`src/rtl/vram_porta_arb.sv`:
```
// vram_porta_arb: arbitrates CPU and debug requesters onto VRAM port A.
// One access in flight at a time; writes take 2 cycles, reads 3.
// Optional macro VRAM_ARB_FAIRNESS_EN: after STARVE_MAX consecutive CPU grants
// while DBG waits, the next arbitration goes to DBG. Undefined: strict CPU priority.
module vram_porta_arb #(
  parameter int unsigned RAM_SIZE   = 21504,
  parameter int unsigned STARVE_MAX = 2
) (
  input  logic        clk_a,
  input  logic        reset,
  input  logic        cpu_req,
  input  logic        cpu_wr,
  input  logic [14:0] cpu_addr,
  input  logic [31:0] cpu_wdata,
  output logic        cpu_ack,
  output logic [31:0] cpu_rdata,
  output logic        cpu_rvalid,
  input  logic        dbg_req,
  input  logic        dbg_wr,
  input  logic [14:0] dbg_addr,
  input  logic [31:0] dbg_wdata,
  output logic        dbg_ack,
  output logic [31:0] dbg_rdata,
  output logic        dbg_rvalid,
  output logic [14:0] address_a,
  output logic [31:0] data_a,
  output logic        wren_a,
  output logic        rden_a,
  input  logic [31:0] q_a
);

  localparam int unsigned ADDR_W = 15;
  localparam int unsigned DATA_W = 32;

  typedef enum logic [1:0] {IDLE, ACCESS, RDWAIT} state_t;

  state_t              state;
  logic                sel_dbg;
  logic                lat_wr;
  logic                lat_ok;

  logic                starved_c;
  logic                grant_cpu_c;
  logic                grant_dbg_c;
  logic                win_wr_c;
  logic                win_ok_c;
  logic [ADDR_W-1:0]   win_addr_c;
  logic [DATA_W-1:0]   win_wdata_c;

`ifdef VRAM_ARB_FAIRNESS_EN
  localparam int unsigned CNT_W = (STARVE_MAX < 1) ? 1 : $clog2(STARVE_MAX + 1);

  logic [CNT_W-1:0] starve_cnt;

  assign starved_c = (starve_cnt >= CNT_W'(STARVE_MAX));

  // Count CPU wins while DBG is waiting; any DBG win or DBG idle clears it.
  always_ff @(posedge clk_a) begin
    if (reset) begin
      starve_cnt <= '0;
    end else if (state == IDLE) begin
      if (!dbg_req || grant_dbg_c) begin
        starve_cnt <= '0;
      end else if (grant_cpu_c && !starved_c) begin
        starve_cnt <= starve_cnt + CNT_W'(1);
      end
    end
  end
`else
  assign starved_c = 1'b0;
`endif

  // Arbitration and winner mux; only consumed in IDLE.
  always_comb begin
    grant_dbg_c = dbg_req && (!cpu_req || starved_c);
    grant_cpu_c = cpu_req && !grant_dbg_c;
    win_wr_c    = grant_dbg_c ? dbg_wr    : cpu_wr;
    win_addr_c  = grant_dbg_c ? dbg_addr  : cpu_addr;
    win_wdata_c = grant_dbg_c ? dbg_wdata : cpu_wdata;
    win_ok_c    = (32'(win_addr_c) < RAM_SIZE);
  end

  // Access sequencer: IDLE grants, ACCESS drives the port, RDWAIT returns data.
  always_ff @(posedge clk_a) begin
    if (reset) begin
      state      <= IDLE;
      sel_dbg    <= 1'b0;
      lat_wr     <= 1'b0;
      lat_ok     <= 1'b0;
      cpu_ack    <= 1'b0;
      dbg_ack    <= 1'b0;
      cpu_rvalid <= 1'b0;
      dbg_rvalid <= 1'b0;
      cpu_rdata  <= '0;
      dbg_rdata  <= '0;
      address_a  <= '0;
      data_a     <= '0;
      wren_a     <= 1'b0;
      rden_a     <= 1'b0;
    end else begin
      cpu_ack    <= 1'b0;
      dbg_ack    <= 1'b0;
      cpu_rvalid <= 1'b0;
      dbg_rvalid <= 1'b0;
      wren_a     <= 1'b0;
      rden_a     <= 1'b0;
      case (state)
        IDLE: begin
          if (grant_cpu_c || grant_dbg_c) begin
            sel_dbg   <= grant_dbg_c;
            lat_wr    <= win_wr_c;
            lat_ok    <= win_ok_c;
            address_a <= win_addr_c;
            data_a    <= win_wdata_c;
            wren_a    <= win_wr_c && win_ok_c;
            rden_a    <= !win_wr_c && win_ok_c;
            cpu_ack   <= grant_cpu_c;
            dbg_ack   <= grant_dbg_c;
            state     <= ACCESS;
          end
        end
        ACCESS: begin
          state <= lat_wr ? IDLE : RDWAIT;
        end
        RDWAIT: begin
          // Out-of-range reads never touched the RAM, so return zero.
          if (sel_dbg) begin
            dbg_rdata  <= lat_ok ? q_a : '0;
            dbg_rvalid <= 1'b1;
          end else begin
            cpu_rdata  <= lat_ok ? q_a : '0;
            cpu_rvalid <= 1'b1;
          end
          state <= IDLE;
        end
        default: state <= IDLE;
      endcase
    end
  end

endmodule

```
`config.mk`:
```
export PLATFORM = sky130hd
export DESIGN_NAME = vram_porta_arb
export DESIGN_NICKNAME = d
export VERILOG_FILES = /design/src/rtl/vram_porta_arb.sv
export SDC_FILE = /design/constraint.sdc
export NUM_CORES = 1
export LEC_CHECK = 0
export BUFFER_PORTS_ARGS = -buffer_cell sky130_fd_sc_hd__buf_2
export CAP_MARGIN = 20
export CORE_ASPECT_RATIO = 0.6
export CORE_MARGIN = 1.5
export CORE_UTILIZATION = 40
export CTS_CLUSTER_DIAMETER = 200
export CTS_CLUSTER_SIZE = 30
export DETAILED_ROUTE_END_ITERATION = 6
export HOLD_SLACK_MARGIN = 0.12
export MAX_ROUTING_LAYER = met4
export PLACE_DENSITY = 0.83
export SYNTH_ARGS = -nofsm -noshare
export SYNTH_HDL_FRONTEND = slang
export SYNTH_SLANG_ARGS = --single-unit
export TNS_END_PERCENT = 50
```
`constraint.sdc`:
```
create_clock -name clk_a -period 1.7 [get_ports clk_a]
set_clock_uncertainty 0.2 [all_clocks]
set_input_delay 0.425 -clock clk_a [delete_from_list [all_inputs] [get_ports clk_a]]
set_output_delay 0.425 -clock clk_a [all_outputs]
set_load 0.05 [all_outputs]
```
Word level (Yosys, flattened, before mapping). Cells that the tools add are included.

Equal/unequal tests: 3. Multiplexer cells: 9. Magnitude comparators: 1. Bitwise gates (word level): 4. Reductions and logical operators: 14.

Operator list (count): 32-bit 2-to-1 mux (2); 15-bit less-than comparator, second input constant (1); 15-bit 2-to-1 mux (1); 2-bit AND reduction (3); 1-bit logical AND (4); 2-bit 2-to-1 mux (2); 1-bit inverter (4); 2-bit case mux with 2 select lines (1); 1-bit zero test (3); 1-bit 2-to-1 mux (3); 3-bit OR reduction (1); 2-bit by 1-bit == test with 1-bit output, second input constant (1); 2-bit == test, second input constant (1); 2-bit zero test (1); 2-bit != test, second input constant (1); 2-bit OR reduction (1); 1-bit logical OR (1).

Register bits: 122. Input port bits: 132. Logic and storage cells: 45.

Longest topological paths before layout. Gate-level depths: netlist of run 1.

Word-level depth: 7. Mapped depth: 6. Gate-level depth less buffers: 5.

Worst setup path before layout of run 1. No wires, ideal clock.

Path kind: input -> register. Start: input port reset. End: register wren_a. Arrival time: 1.441 ns. Setup slack: -0.014 ns. Setup time: 0.073 ns. Stages on the path: 5. Buffers on the path: 3. Required time: 1.427 ns. Cell sequence: clkbuf_1 or4_1 buf_6 buf_6 nor3_2.

Cells in the longest elaborated chain, start to end: 1.

Ends and longest elaborated chain: from (decl) (line 10) `input logic reset,`; 3-bit OR reduction (no line); to (signal assigned) (line 115) `wren_a <= win_wr_c && win_ok_c;`; to (decl) (line 27) `output logic wren_a,`.

No other way between the ends. A chain may end at the register's enable or synchronous reset.

Final worst setup path of run 1.
Start: input port cpu_addr[11]. End: register lat_ok.

Cells in the longest elaborated chain, start to end: 2.

Ends and longest elaborated chain: from (decl) (line 13) `input logic [14:0] cpu_addr,`; 15-bit 2-to-1 mux (line 78) `win_addr_c = grant_dbg_c ? dbg_addr : cpu_addr;`; 15-bit less-than comparator (line 80) `win_ok_c = (32'(win_addr_c) < RAM_SIZE);`; to (signal assigned) (line 112) `lat_ok <= win_ok_c;`; to (decl) (line 40) `logic lat_ok;`.

No other way between the ends.

==> summary.md, run 1 <==
| Metric | Value |
|---|---|
| Num Clock Sinks | `122` |
| Cts bufs inserted | `17` |
| MaxCap Viol Count | `0` |
| CTS root buf | `clkbuf_16` |
| Non-filler cells, final | `1073` |
| Ratio of cells with drive above 1 in the final layout | `35.27%` |
| Post-place setup slack | `-0.2837 ns` |
| Critical Path Start Type | `input pin` |
| Detailed-route via count | `5272` |
| Hold slack final | `0.1248 ns` |
| Crit end category | `flop` |
| Slew Viols, Final | `0` |
| Hold Vio Cnt, Final | `0` |
| Placed Area | `6198 µm²` |
| Die ar. | `12250 µm²` |
| IO Pins | `249` |
| Placed Cells | `927` |
| Max Buffers Root-to-Sink | `2` |
| R2R cell count | `3` |
| R2r startpoint | `state[1]$_SDFFE_PP0P_` |
| Worst Slack Setup Final | `0.01142 ns` |
| Minimum clock period | `1.689 ns` |
| Multi-input logic area | `1958 µm²` |
| Ys Warns | `0` |
| Total Nets Final | `1032` |
| Global placement routability congestion | `0.7915` |
| Maximum VDD drop | `0.8025 mV` |
| Final setup fails | `0` |
| DRC | `0` |
| Reg area | `2444 µm²` |
| Critical path data required time | `1.77 ns` |
| Synth cell types | `25` |
| Largest net degree at the start of global routing | `64` |
| Maximum clock rate | `0.5922 GHz` |
| Die X | `141.9 µm` |
| Setup TNS | `0 ns` |
| Leakage | `3.814 nW` |
| Final wirelength | `16.54 mm` |
| Worst R2R End | `address_a[2]$_SDFFE_PP0N_` |
| Placement Rows | `30` |
| Worst slew pin tran | `0.3634 ns` |
| Gr usage total | `27.11%` |
| Status | `complete, no violations` |
| Critical path class | `in2reg` |
| WP data arrival | `1.76 ns` |
| Drt initial violations | `317` |
| CTS tree | `yes` |
| Hold Crit Depth | `3` |
| Post-route clock period utilization | `99.33%` |
| RSZ-0062 raised after global routing | `true` |
| CTS HTree Levels | `4` |
| Register area share after synthesis | `52.74%` |
| Antenna-violating nets left | `0` |
| CTS clk-pin slew, worst paths | `0.06 ns` |
| FF+latch count, synth | `122` |
| Mean Syn Cell Area | `8.721 µm²` |
| Placeable Area | `11300 µm²` |
| Initial antenna violation count | `0` |
| Synth Net Count | `663` |
| Drt wl/cell | `15.41 µm` |
| Syn Std Cell Area | `4631 µm²` |
| Power per Cell Area | `1040 nW/µm²` |
| I/O Buffers | `248` |
| Die Ht | `86.34 µm` |
| Number of global-route vias before repair | `5198` |
| Setup crit start | `cpu_addr[11]` |
| R2R Setup Slk | `0.13 ns` |
| CP endpoint | `lat_ok$_SDFFE_PP0N_` |
| DP HPWL | `9.578 mm` |
| PnR Total Power | `8.295 mW` |
| Total gr overflow | `0` |
| Worst hold path type | `in2reg` |
| FILL cells | `843` |
| Vias/cell | `4.913` |
| Final instance area | `7979 µm²` |
| Syn-to-layout area delta | `72.30%` |
| Clock Latency Late Sink | `0.39 ns` |
| First-pass GRT wire length | `25.36 mm` |
| DRT Pass-1 Iters | `4` |
| Final core occ | `70.62%` |
| Post-Syn Instances | `531` |
| Crit-path max FO | `3` |
| Max-slew headroom | `75.77%` |
| Starting Density | `40.99%` |
| # diodes | `0` |
## metal layers
layer / share of wire (%) / GRT usage, % / up-vias / wire, µm
met5: 0 / - / - / 0
met4: 2.6 / 10.87 / 0 / 434
met3: 7.3 / 6.298 / 40 / 1205
met2: 49 / 45.68 / 282 / 8048
met1: 41 / 31.66 / 2402 / 6846
li1: - / - / 2548 / -
## registers in the layout, summed over array words and instances (netlist names)
register,count
dbg_rvalid,1
lat_wr,1
state,2
lat_ok,1
sel_dbg,1
dbg_ack,1
dbg_rdata,32
cpu_ack,1
wren_a,1
address_a,15
cpu_rdata,32
rden_a,1
data_a,32
cpu_rvalid,1
## Yosys cell counts, drive strengths merged
cell	number	share of area [%]
nand2	114	9.2
mux2i	48	10
a221oi	1	0.19
nor2	7	0.57
nand2b	1	0.14
nand3	64	6.9
nor4b	1	0.19
dfxtp	122	53
nand3b	1	0.16
a21oi	65	7.0
o31a	1	0.19
or3b	1	0.19
buf	27	3.8
or4	1	0.16
nor3	1	0.22
and3b	1	0.19
nor3b	1	0.27
inv	3	0.24
a21o	1	0.16
clkbuf	19	1.5
o21ai	51	5.5
## cells in the final DEF, fill, tap and decap left out, types with 3 or more instances in the layout
master and count:
inv_6 6, inv_1 3, mux2i_1 48, dfxtp_1 121, nor2_1 7, buf_2 245
dlygate4sd3_1 114, clkbuf_16 17, o21ai_1 48, bufinv_16 3, a21oi_1 65, nand3_1 64
buf_12 8, clkinv_4 3, buf_4 26, nand2_1 114, o21ai_0 3, clkbuf_4 3
## kinds of logic (layout without fill, tap and decap cells)
| family | Yosys count | in the layout | share of synthesized area (%) |
|---|---|---|---|
| multiplexers | 48 | 48 | 10.38 |
| AND/OR/NAND/NOR | 193 | 193 | 18.24 |
| flip-flops | 122 | 122 | 52.74 |
| buffers and inverters | 49 | 431 | 5.566 |
| AO/OA/AOI/OAI | 119 | 119 | 13.08 |
## final cells by class
cell class | count | share of cell area, %
timing repair buffer | 396 | 34.40
sequential | 122 | 30.63
multi-input combinational | 360 | 24.54
clock buffer | 18 | 5.504
tap | 160 | 2.509
clock inverter | 14 | 2.274
inverter | 3 | 0.1411
## worst min path at each step
stage,start,to,slack [ns]
global route,cpu_addr[12],address_a[12]$_SDFFE_PP0N_,0.13
CTS,cpu_wdata[14],data_a[14]$_SDFFE_PP0N_,0.12
global placement,lat_wr$_SDFFE_PP0N_,state[1]$_SDFFE_PP0P_,0.21
detailed placement,lat_wr$_SDFFE_PP0N_,state[1]$_SDFFE_PP0P_,0.21
finish,cpu_wdata[14],data_a[14]$_SDFFE_PP0N_,0.12
floorplan,lat_wr$_SDFFE_PP0N_,state[1]$_SDFFE_PP0P_,0.20
## power by group
| group | switching (mW) | total (mW) | internal [mW] |
|---|---|---|---|
| clock | 1.35 | 3.73 | 2.38 |
| sequential | 0.0697 | 3.07 | 3.00 |
| combinational | 0.923 | 1.50 | 0.574 |
| total | 2.34 | 8.30 | 5.95 |
## critical path: stages
cell and delay (ns):
dlygate4sd3_1 0.55, buf_2 0.12, o21ai_0 0.11, a221oi_2 0.31, buf_4 0.18, o21ai_0 0.06
## repair_timing
action / in CTS / in global routing
hold buffers: 114 / 0
setup buffers: 0 / 0
hold endpoints to repair: 104 / 0
setup endpoints to repair: 43 / 7
resized for setup: 1 / 5
Power figures use the tool's default switching activity.
==> run 2, diff against run 1 <==
==> constraint.sdc (replaced) <==
create_clock -name clk_a -period 1.7 [get_ports clk_a]
set_clock_uncertainty 0.2 [all_clocks]
set_input_delay 0.17 -clock clk_a [delete_from_list [all_inputs] [get_ports clk_a]]
set_output_delay 0.17 -clock clk_a [all_outputs]
set_load 0.05 [all_outputs]
==> summary.md, run 2 (synthesis gave the netlist of run 1 again) <==
| Metric | Value |
|---|---|
| Leakage | `3.782 nW (-0.82%)` |
| Critical Path Start Type | `input pin` |
| Total gr overflow | `0 (unchanged)` |
| Maximum VDD drop | `0.7317 mV (-8.8%)` |
| Internal cell power | `5.874 mW (-1.3%)` |
| Cts bufs inserted | `17 (unchanged)` |
| Gr usage total | `27.53% (+0.41 points)` |
| DRC | `0 (unchanged)` |
| Top flop regs | `cpu_rdata (32), data_a (32), dbg_rdata (32)` |
| Max Buffers Root-to-Sink | `2 (unchanged)` |
| Drt wl/cell | `16.02 µm (+4.0%)` |
| Maximum clock rate | `0.5918 GHz (about the same)` |
| Worst hold path type | `in2reg` |
| CP delay by family, top | `buffers and inverters` |
| Largest net degree at the start of global routing | `68 (+6.3%)` |
| Final core occ | `70.76% (+0.14 points)` |
| Hold Vio Cnt, Final | `0 (unchanged)` |
| # diodes | `0 (unchanged)` |
| CTS tree | `yes` |
| Power per Cell Area | `1021 nW/µm² (-1.7%)` |
| Slowest cell on the critical path | `dlygate4sd3_1` |
| Die ar. | `12250 µm² (unchanged)` |
| Num Clock Sinks | `122 (unchanged)` |
| Reg power frac | `37.6% (+0.6 points)` |
| DRT Pass-1 Iters | `5 (+1)` |
| Post-route clock period utilization | `99.40% (about the same)` |
| Non-filler cells, final | `1070 (-0.28%)` |
| Die X | `141.9 µm (unchanged)` |
| Worst Slack Setup Final | `0.01018 ns (-0.001243 ns)` |
| Final wirelength | `17.14 mm (+3.7%)` |
| Critical path data required time | `1.82 ns (+0.05 ns)` |
| Psw | `2.293 mW (-2.2%)` |
| CP peak stage delay | `0.56 ns (about the same)` |
| Clock Latency Late Sink | `0.39 ns (about the same)` |
| CP Cell Sequence | `buf_2 > dlygate4sd3_1 > or4_4 > buf_6 > o21ai_1` |
| Worst R2R End | `data_a[3]$_SDFFE_PP0N_` |
| Starting Density | `40.99% (unchanged)` |
| Antenna-violating nets left | `0 (unchanged)` |
| Global placement routability congestion | `0.7541 (-4.7%)` |
| Placeable Area | `11300 µm² (unchanged)` |
| Power share of the clock group | `44.0% (-1.0 points)` |
| Initial antenna violation count | `0 (unchanged)` |
| Worst hold path startpoint | `reset` |
| R2R cell count | `3 (unchanged)` |
| FILL cells | `798 (-5.3%)` |
| Commonest non-fill, non-tap cell in the layout | `buf_2` |
| Drt initial violations | `209 (-34%)` |
| IO Pins | `249 (unchanged)` |
| Hold Crit Depth | `6 (+3)` |
| CTS HTree Levels | `4 (unchanged)` |
| CTS clk-pin slew, worst paths | `0.06 ns (about the same)` |
| Number of global-route vias before repair | `5120 (-1.5%)` |
| DP HPWL | `8.968 mm (-6.4%)` |
| R2R Setup Slk | `0.10 ns (-0.03 ns)` |
| Placement Rows | `30 (unchanged)` |
| Vias/cell | `4.993 (+1.6%)` |
| First-pass GRT wire length | `25.51 mm (+0.57%)` |
| Crit end category | `flop` |
| CTS root buf | `clkbuf_16` |
| Syn-to-layout area delta | `72.66%` |
| Worst Hold End | `data_a[28]$_SDFFE_PP0N_` |
| Total setup buffers inserted after CTS | `0 (unchanged)` |
| Slew Viols, Final | `0 (unchanged)` |
| WP data arrival | `1.81 ns (+0.05 ns)` |
| Critical path class | `in2reg` |
| Setup TNS | `0 ns (unchanged)` |
| Minimum clock period | `1.690 ns (+0.001243 ns)` |
| MaxCap Viol Count | `0 (unchanged)` |
| WP buf/inv | `3 (unchanged)` |
| Total Nets Final | `1030 (-0.19%)` |
| R2r startpoint | `state[1]$_SDFFE_PP0P_` |
| Commonest cells after routing, fill and taps aside | `248 x buf_2, 131 x dlygate4sd3_1, 121 x dfxtp_1` |
| Sw frac | `28.08% (-0.19 points)` |
| Max-slew headroom | `54.24% (-22 points)` |
| PnR Total Power | `8.167 mW (-1.5%)` |
| Final setup fails | `0 (unchanged)` |
| Detailed-route via count | `5343 (+1.3%)` |
| Ratio of cells with drive above 1 in the final layout | `33.52% (-1.8 points)` |
| Setup crit start | `reset` |
| Placed Cells | `907 (-2.2%)` |
| Post-place setup slack | `-0.06387 ns (+0.2199 ns)` |
| Combinational power share | `18.4% (+0.3 points)` |
| I/O Buffers | `248 (unchanged)` |
| Crit-path max FO | `48 (+45)` |
| Status | `complete, no violations` |
| Die Ht | `86.34 µm (unchanged)` |
| CP Depth | `5 (-1)` |
| Worst slew pin tran | `0.6864 ns (+0.3229 ns)` |
## run 2: changes by cell type in the layout (fill, tap and decap cells not counted), sizes merged
cell         previous run  this run
clkbuf                 21        18
buf                   279       262
inv                     9         5
clkinv                  4         7
dlygate4sd3           114       131
clkinvlp                1         2
## run 2: layer usage
metal | share of wire, % | global-route usage (%) | up-vias | wire length [µm]
met4 | 3.2 | 13.78 | 0 | 546
li1 | - | - | 2550 | -
met3 | 6.7 | 5.525 | 58 | 1143
met2 | 50 | 47.05 | 268 | 8524
met1 | 40 | 31.14 | 2467 | 6927
met5 | 0 | - | - | 0
## run 2: how the worst max path moves through the flow
stage | end | slack [ns]
floorplan | cpu_rdata[17]$_SDFFE_PP0P_ | 0.13
global placement | data_a[31]$_SDFFE_PP0N_ | -0.02
detailed placement | data_a[4]$_SDFFE_PP0N_ | -0.06
CTS | data_a[17]$_SDFFE_PP0N_ | 0.002
global route | address_a[5]$_SDFFE_PP0N_ | -0.002
finish | data_a[3]$_SDFFE_PP0N_ | 0.01
## run 2: timing repair
item,4_1_cts,5_1_grt
hold buffers,130,1
gates cloned,0,1
gates resized for setup,1,7
hold endpoints to repair,118,5
endpoints found under the setup margin,47,51
## run 2: final cells by class
class	count	area (µm²)	share of cell area, %
Tap cell	160	200.2	2.504
Inverter	3	11.26	0.1408
Sequential cell	122	2444	30.56
Clock buffer	17	425.4	5.321
Multi-Input combinational cell	360	1968	24.62
Timing Repair Buffer	394	2774	34.69
Clock inverter	14	172.7	2.160
## run 2: worst reg2reg max path: cells and delay by family (launching register included)
family	cells	cell delay, ns
compound gates	1	0.23
buf+inv	1	0.24
flops	1	0.31
simple gates	1	0.55
## run 2: power by group through the flow
stage	Clock (mW)	Sequential [mW]	Combinational (mW)
3_3_place_gp	0	3.12	1.19
5_1_grt	3.77	3.08	1.58
6_report	3.59	3.07	1.50
2_1_floorplan	0	3.56	0.372
4_1_cts	3.65	3.06	1.43
3_5_place_dp	0	3.12	1.20
## run 2: metrics by stage
step	instance area, µm²	hold slack [ns]
global placement	6031	0.2257
global route	7995	0.2142
finish	7995	0.1961
CTS	7934	0.01005
floorplan	4631	0.1044
detailed placement	6031	0.2313
